[config.mk]
export PLATFORM = sky130hd
export DESIGN_NAME = mem_seq_ctrl
export DESIGN_NICKNAME = d
export VERILOG_FILES = /design/src/rtl/mem_seq_ctrl.sv
export SDC_FILE = /design/constraint.sdc
export NUM_CORES = 1
export LEC_CHECK = 0
export BUFFER_PORTS_ARGS = -buffer_cell sky130_fd_sc_hd__buf_2
export CAP_MARGIN = 20
export CORE_MARGIN = 2
export CORE_UTILIZATION = 32
export DETAILED_ROUTE_END_ITERATION = 10
export GPL_TIMING_DRIVEN = 0
export PLACE_DENSITY = 0.62
export SYNTH_ARGS = -nofsm -noshare
export SYNTH_HDL_FRONTEND = slang
export SYNTH_SLANG_ARGS = --single-unit
[constraint.sdc]
create_clock -name clk -period 5.43 [get_ports clk]
set_clock_uncertainty 0.2 [all_clocks]
set_input_delay 0.2715 -clock clk [delete_from_list [all_inputs] [get_ports clk]]
set_output_delay 0.2715 -clock clk [all_outputs]
set_load 0.02 [all_outputs]
[src/rtl/mem_seq_ctrl.sv]
// Frame sequencer: writes a stream of words into memory, then optionally reads them back out.
// Define MEM_SEQ_CTRL_READBACK_EN to compile in the readback states; otherwise frames end after the last write.
//   state    | meaning
//   IDLE     | waiting for start
//   WRITE    | accepting one input word
//   WAIT_ST  | write strobe issued, waiting for mem_stored
//   RB_ISSUE | read strobe on the bus
//   RB_LAT   | read data valid, captured at end of cycle
//   RB_OUT   | readback word presented downstream
//   DONE     | one-cycle completion pulse
module mem_seq_ctrl #(
  parameter int DEPTH         = 128,
  parameter int STORE_TIMEOUT = 4
) (
  input  logic        clk,
  input  logic        reset,
  input  logic        start,
  input  logic [7:0]  frame_len,
  input  logic        in_valid,
  output logic        in_ready,
  input  logic [15:0] in_data,
  output logic        mem_en,
  output logic        mem_r_w,
  output logic [7:0]  mem_abus,
  output logic [15:0] mem_din,
  input  logic [15:0] mem_dout,
  input  logic        mem_stored,
  output logic        out_valid,
  input  logic        out_ready,
  output logic [15:0] out_data,
  output logic        busy,
  output logic        done,
  output logic        err
);

  typedef enum logic [2:0] {
    IDLE, WRITE, WAIT_ST, RB_ISSUE, RB_LAT, RB_OUT, DONE
  } state_t;

  localparam logic [8:0] DEPTH_L  = 9'(DEPTH);
  localparam logic [7:0] TMO_LOAD = 8'(STORE_TIMEOUT - 1);

  state_t      state, state_nxt;
  logic [8:0]  len, len_nxt;
  logic [8:0]  addr, addr_nxt;
  logic [7:0]  tmr, tmr_nxt;
  logic        err_nxt;
  logic        mem_en_nxt, mem_r_w_nxt;
  logic [7:0]  mem_abus_nxt;
  logic [15:0] mem_din_nxt;
  logic        ack;
  logic        last_wr;

  // The ack is ignored during the strobe cycle itself: this keeps a full
  // cycle between strobes and spaces accepted words at least 3 cycles apart.
  assign ack      = mem_stored && !mem_en;
  assign last_wr  = (addr == len - 9'd1);
  assign in_ready = (state == WRITE);
  assign busy     = (state != IDLE);
  assign done     = (state == DONE);

`ifdef MEM_SEQ_CTRL_READBACK_EN
  logic [8:0]  raddr, raddr_nxt;
  logic        out_valid_nxt;
  logic [15:0] out_data_nxt;
`else
  logic unused_rb;
  assign unused_rb = ^{mem_dout, out_ready};
  assign out_valid = 1'b0;
  assign out_data  = 16'h0000;
`endif

  always_comb begin
    state_nxt    = state;
    len_nxt      = len;
    addr_nxt     = addr;
    tmr_nxt      = tmr;
    err_nxt      = err;
    mem_en_nxt   = 1'b0;
    mem_r_w_nxt  = mem_r_w;
    mem_abus_nxt = mem_abus;
    mem_din_nxt  = mem_din;
`ifdef MEM_SEQ_CTRL_READBACK_EN
    raddr_nxt     = raddr;
    out_valid_nxt = out_valid;
    out_data_nxt  = out_data;
`endif
    case (state)
      IDLE: begin
        if (start) begin
          if (frame_len == 8'd0 || {1'b0, frame_len} > DEPTH_L) len_nxt = DEPTH_L;
          else len_nxt = {1'b0, frame_len};
          addr_nxt  = 9'd0;
          err_nxt   = 1'b0;
          state_nxt = WRITE;
        end
      end
      WRITE: begin
        if (in_valid) begin
          mem_en_nxt   = 1'b1;
          mem_r_w_nxt  = 1'b0;
          mem_abus_nxt = addr[7:0];
          mem_din_nxt  = in_data;
          tmr_nxt      = TMO_LOAD;
          state_nxt    = WAIT_ST;
        end
      end
      WAIT_ST: begin
        if (ack) begin
          addr_nxt = addr + 9'd1;
          if (last_wr) begin
`ifdef MEM_SEQ_CTRL_READBACK_EN
            raddr_nxt    = 9'd0;
            mem_en_nxt   = 1'b1;
            mem_r_w_nxt  = 1'b1;
            mem_abus_nxt = 8'd0;
            state_nxt    = RB_ISSUE;
`else
            state_nxt    = DONE;
`endif
          end else begin
            state_nxt = WRITE;
          end
        end else if (tmr == 8'd0) begin
          err_nxt   = 1'b1;
          state_nxt = DONE;
        end else begin
          tmr_nxt = tmr - 8'd1;
        end
      end
`ifdef MEM_SEQ_CTRL_READBACK_EN
      // Read strobe registered on entry, so it is on the bus during RB_ISSUE
      // and the memory data appears during RB_LAT.
      RB_ISSUE: state_nxt = RB_LAT;
      RB_LAT: begin
        out_data_nxt  = mem_dout;
        out_valid_nxt = 1'b1;
        state_nxt     = RB_OUT;
      end
      RB_OUT: begin
        if (out_ready) begin
          out_valid_nxt = 1'b0;
          raddr_nxt     = raddr + 9'd1;
          if (raddr == len - 9'd1) begin
            state_nxt = DONE;
          end else begin
            mem_en_nxt   = 1'b1;
            mem_r_w_nxt  = 1'b1;
            mem_abus_nxt = raddr_nxt[7:0];
            state_nxt    = RB_ISSUE;
          end
        end
      end
`endif
      DONE:    state_nxt = IDLE;
      default: state_nxt = IDLE;
    endcase
  end

  always_ff @(posedge clk) begin
    if (reset) begin
      state    <= IDLE;
      len      <= 9'd0;
      addr     <= 9'd0;
      tmr      <= 8'd0;
      err      <= 1'b0;
      mem_en   <= 1'b0;
      mem_r_w  <= 1'b0;
      mem_abus <= 8'd0;
      mem_din  <= 16'h0000;
    end else begin
      state    <= state_nxt;
      len      <= len_nxt;
      addr     <= addr_nxt;
      tmr      <= tmr_nxt;
      err      <= err_nxt;
      mem_en   <= mem_en_nxt;
      mem_r_w  <= mem_r_w_nxt;
      mem_abus <= mem_abus_nxt;
      mem_din  <= mem_din_nxt;
    end
  end

`ifdef MEM_SEQ_CTRL_READBACK_EN
  always_ff @(posedge clk) begin
    if (reset) begin
      raddr     <= 9'd0;
      out_valid <= 1'b0;
      out_data  <= 16'h0000;
    end else begin
      raddr     <= raddr_nxt;
      out_valid <= out_valid_nxt;
      out_data  <= out_data_nxt;
    end
  end
`endif

endmodule

==> metrics.md <==
| Metric | Value |
|---|---|
| Status | completed |
| Crit share post-route | 0.510 |
| Synthesized area per cell | 8.17 um2 |
| M3 GR Usage | 0.0287 |
| Post-CTS Setup Bufs | 0 |
| Final-stage net count | around 470 |
| Setup TNS | 0 ps |
| Critical path endpoint | len[2] |
| Placed cell area | 3100 um2 |
| Site Rows | 33 |
| Slowest Stage Delay on Critical Path | 640 ps |
| F_max | between 300 and 400 MHz |
| Vias in the first global route | 2156 |
| Tot GR Track Use | 0.137 |
| Yosys warns | 0 |
| Slowest cell on the critical path | nor3_1 |
| DR pass1 iterations | 4 |
| IO Pins | 93 |
| Non-Filler Cell Area, Final | about 3400 um2 |
| Drt total wl | a little over 6 mm |
| Clk root buf | clkbuf_8 |
| Die W | between 90 and 100 um |
| CTS tree | yes |
| Minimum setup slack among reg-to-reg paths | 2940 ps |
| FF-to-FF Start | len[0] |
| Met1 GRT Util | 0.177 |
| Die area | between 8000 and 9000 um2 |
| Hold crit path type | primary input to flop |
| Largest net degree at the start of global routing | 17 |
| Area growth from synthesis to layout | 30.6% |
| TritonCTS buffer count | 5 |
| IO buf count | 56 |
| Met2 GRT Util | 0.235 |
| Sequential fraction of the synthesis area | 0.412 |
| Sink Count | 54 |
| Post-DR vias/cell | 4.62 |
| Routability cong. | 0.839 |
| Core Region | slightly above 8000 um2 |
| WP data arrival | 2820 ps |
| Via Count | between 2000 and 2500 |
| CP Launch Type | primary input |
| Crit-path max FO | 7 |
| Drt wl/cell | roughly 12 um |
| Hpwl dp | 4.49 mm |
| RR Endpoint | state[0] |
| Final hold vios | 0 |
| Relative slew slack | 0.463 |
| GRT busiest layer | met2 |
| Cts repair resizes | 0 |
| Overflow after GRT | 0 |
| Static leakage | between 1 and 1.5 nW |
| Slew Limit Fails | 0 |
| RSZ-0062 raised after global routing | no |
| Max-cap check violation count | 0 |
| Reg2Reg Depth | 7 |
| Setup ws final | 2660 ps |
| # fillers | between 800 and 900 |
| Worst Max-Slew Pin Slew | around 800 ps |
| Count of cell types in the netlist | 44 |
| PD cells | 257 nW/um2 |
| H-tree levels | 2 |
| Final min period | 2770 ps |
| Residual DRC | 0 |
| CTS clk-pin slew, worst paths | 100 ps |
| Global-route wire length before repair | 9.94 mm |
| Critical Path RT | 5480 ps |
| Die H | 94.5 um |
| Hold_sp | in_data[9] |
| CP endpoint kind | flop |
| Worst Setup SP | frame_len[3] |
| CTS Buffer Depth | 2 |
| Cell Chain, Critical Path | dlygate4sd3_1 -> buf_2 -> or4_1 -> nor4_1 -> xor2_1 -> nor3_1 -> a22o_1 |
| Initial Utilization | 0.324 |
| Finish-stage setup viols | 0 |
| #FFs+latches synth | 54 |
| Max VDD drop | approximately 0.00011 V |
| Mapped Cells | between 300 and 400 |
| N_diodes | 0 |
| Layout cells sized above 1 | 0.217 |
| Cts-stage hold buffer count | 22 |
| Post-Syn Area | 2620 um2 |
| WS Path Type | primary input to flop |
| DRT iter0 DRCs | 111 |
| Antenna viol nets, final | 0 |
| Worst skew pair latency | roughly 310 ps |
| Place WS | 2940 ps |
| Antenna violations before repair | 0 |
[sequential cells by signal, indices dropped and copies added (netlist names)]
register and count:
addr 9, len 8, mem_din 16, state 3, err 1, tmr 8, mem_en 1, mem_abus 8
[worst max-delay path: cells and delay by family]
family                 cells  cell delay [ps]
AND/OR/NAND/NOR            3             1560
buffers and inverters      2              650
AO/OA/AOI/OAI              1              230
XOR/XNOR                   1              120
[final cells by class]
cell class	count	area, um2	share of cell area
plain buffers	32	194	0.0566
repair buffers	78	500	0.146
multi-input cells	246	1390	0.405
flip-flops and latches	54	1080	0.316
well taps	105	131	0.0383
clock buffers	5	68.8	0.0201
inverters	6	22.5	0.00657
clock inverters	2	38.8	0.0113
[cell usage after synthesis]
| cell type | n | area [um2] |
|---|---|---|
| nand2_1 | 58 | 218 |
| buf_2 | 4 | 20.0 |
| xor2_1 | 15 | 131 |
| buf_4 | 18 | 135 |
| o31ai_1 | 1 | 7.51 |
| o2111ai_1 | 2 | 17.5 |
| nor3b_1 | 2 | 15.0 |
| nand2b_1 | 5 | 31.3 |
| nand4b_1 | 1 | 8.76 |
| or4_1 | 2 | 15.0 |
| a41o_1 | 1 | 10.0 |
| nor2b_1 | 4 | 25.0 |
| nor2_1 | 32 | 120 |
| o21a_1 | 1 | 7.51 |
| o21ai_0 | 6 | 30.0 |
| nor4_2 | 1 | 12.5 |
| conb_1 | 1 | 3.75 |
| nor3_1 | 10 | 50.1 |
| a22o_1 | 8 | 70.1 |
| or3_1 | 1 | 6.26 |
| and4bb_2 | 1 | 12.5 |
| a311oi_1 | 3 | 26.3 |
| a211oi_1 | 1 | 7.51 |
| o41a_1 | 1 | 11.3 |
| mux2i_1 | 1 | 10.0 |
| and3b_1 | 1 | 8.76 |
| nor4_1 | 2 | 12.5 |
| or2_2 | 1 | 6.26 |
| xnor2_1 | 8 | 70.1 |
| inv_1 | 6 | 22.5 |
| o211ai_1 | 3 | 22.5 |
| and2_1 | 4 | 25.0 |
| and3_1 | 4 | 25.0 |
| a211oi_2 | 2 | 25.0 |
| nand4_1 | 7 | 43.8 |
| ha_1 | 4 | 50.1 |
| or3b_4 | 1 | 11.3 |
| nand3_1 | 5 | 25.0 |
| nor4b_1 | 1 | 8.76 |
| clkbuf_1 | 9 | 33.8 |
| or3b_1 | 1 | 8.76 |
| a21oi_1 | 27 | 135 |
| clkbuf_2 | 1 | 5.00 |
| dfxtp_1 | 54 | 1080 |
[cell usage in the layout (no fill, tap or decap), drive strengths merged, types with 5 or more instances in the layout]
cell type / n
nor3: 10
dfxtp: 54
conb: 18
nor2: 32
xnor2: 8
dlygate4sd3: 22
nand2b: 5
o21ai: 6
nand3: 5
a22o: 8
clkbuf: 15
nand4: 7
nand2: 58
xor2: 15
inv: 6
buf: 78
a21oi: 27
[cells by family after synthesis]
logic type      share of synthesized area
simple gates                        0.263
fa+ha+maj                          0.0191
mux                               0.00382
buf+inv                            0.0825
flops                               0.412
compound gates                      0.141
other cells                       0.00143
xor+xnor                           0.0768
[where the power goes]
| part | switching, mW | internal, mW | total (mW) | leakage, nW |
|---|---|---|---|---|
| sequential | 0.0165 | 0.415 | 0.431 | 0.438 |
| clock | 0.130 | 0.136 | 0.266 | 0.0542 |
| combinational | 0.106 | 0.0784 | 0.185 | 0.982 |
[how the worst min path moves through the flow]
stage,endpoint,cells after the start
6_report,mem_din[9],3
3_3_place_gp,mem_din[11],2
2_1_floorplan,len[0],1
3_5_place_dp,mem_abus[4],2
4_1_cts,mem_din[9],3
5_1_grt,mem_din[9],3
[routing by layer]
metal / wire length [um] / vias up
met5: 0 / -
met4: 64 / 0
met3: 309 / 5
met2: 2920 / 58
met1: 2840 / 1110
li1: - / 1264
[stage by stage]
stage	std cells	utilization	hold WS, ps	power, mW
after floorplan	338	-	197	0.565
after global placement	499	0.383	239	0.608
after detailed placement	499	0.383	248	0.611
after CTS	528	0.423	9.37	0.891
after global routing	528	0.423	19.3	0.929
final	528	0.423	11.6	0.882
No activity file was read; power rests on OpenSTA's default activity.
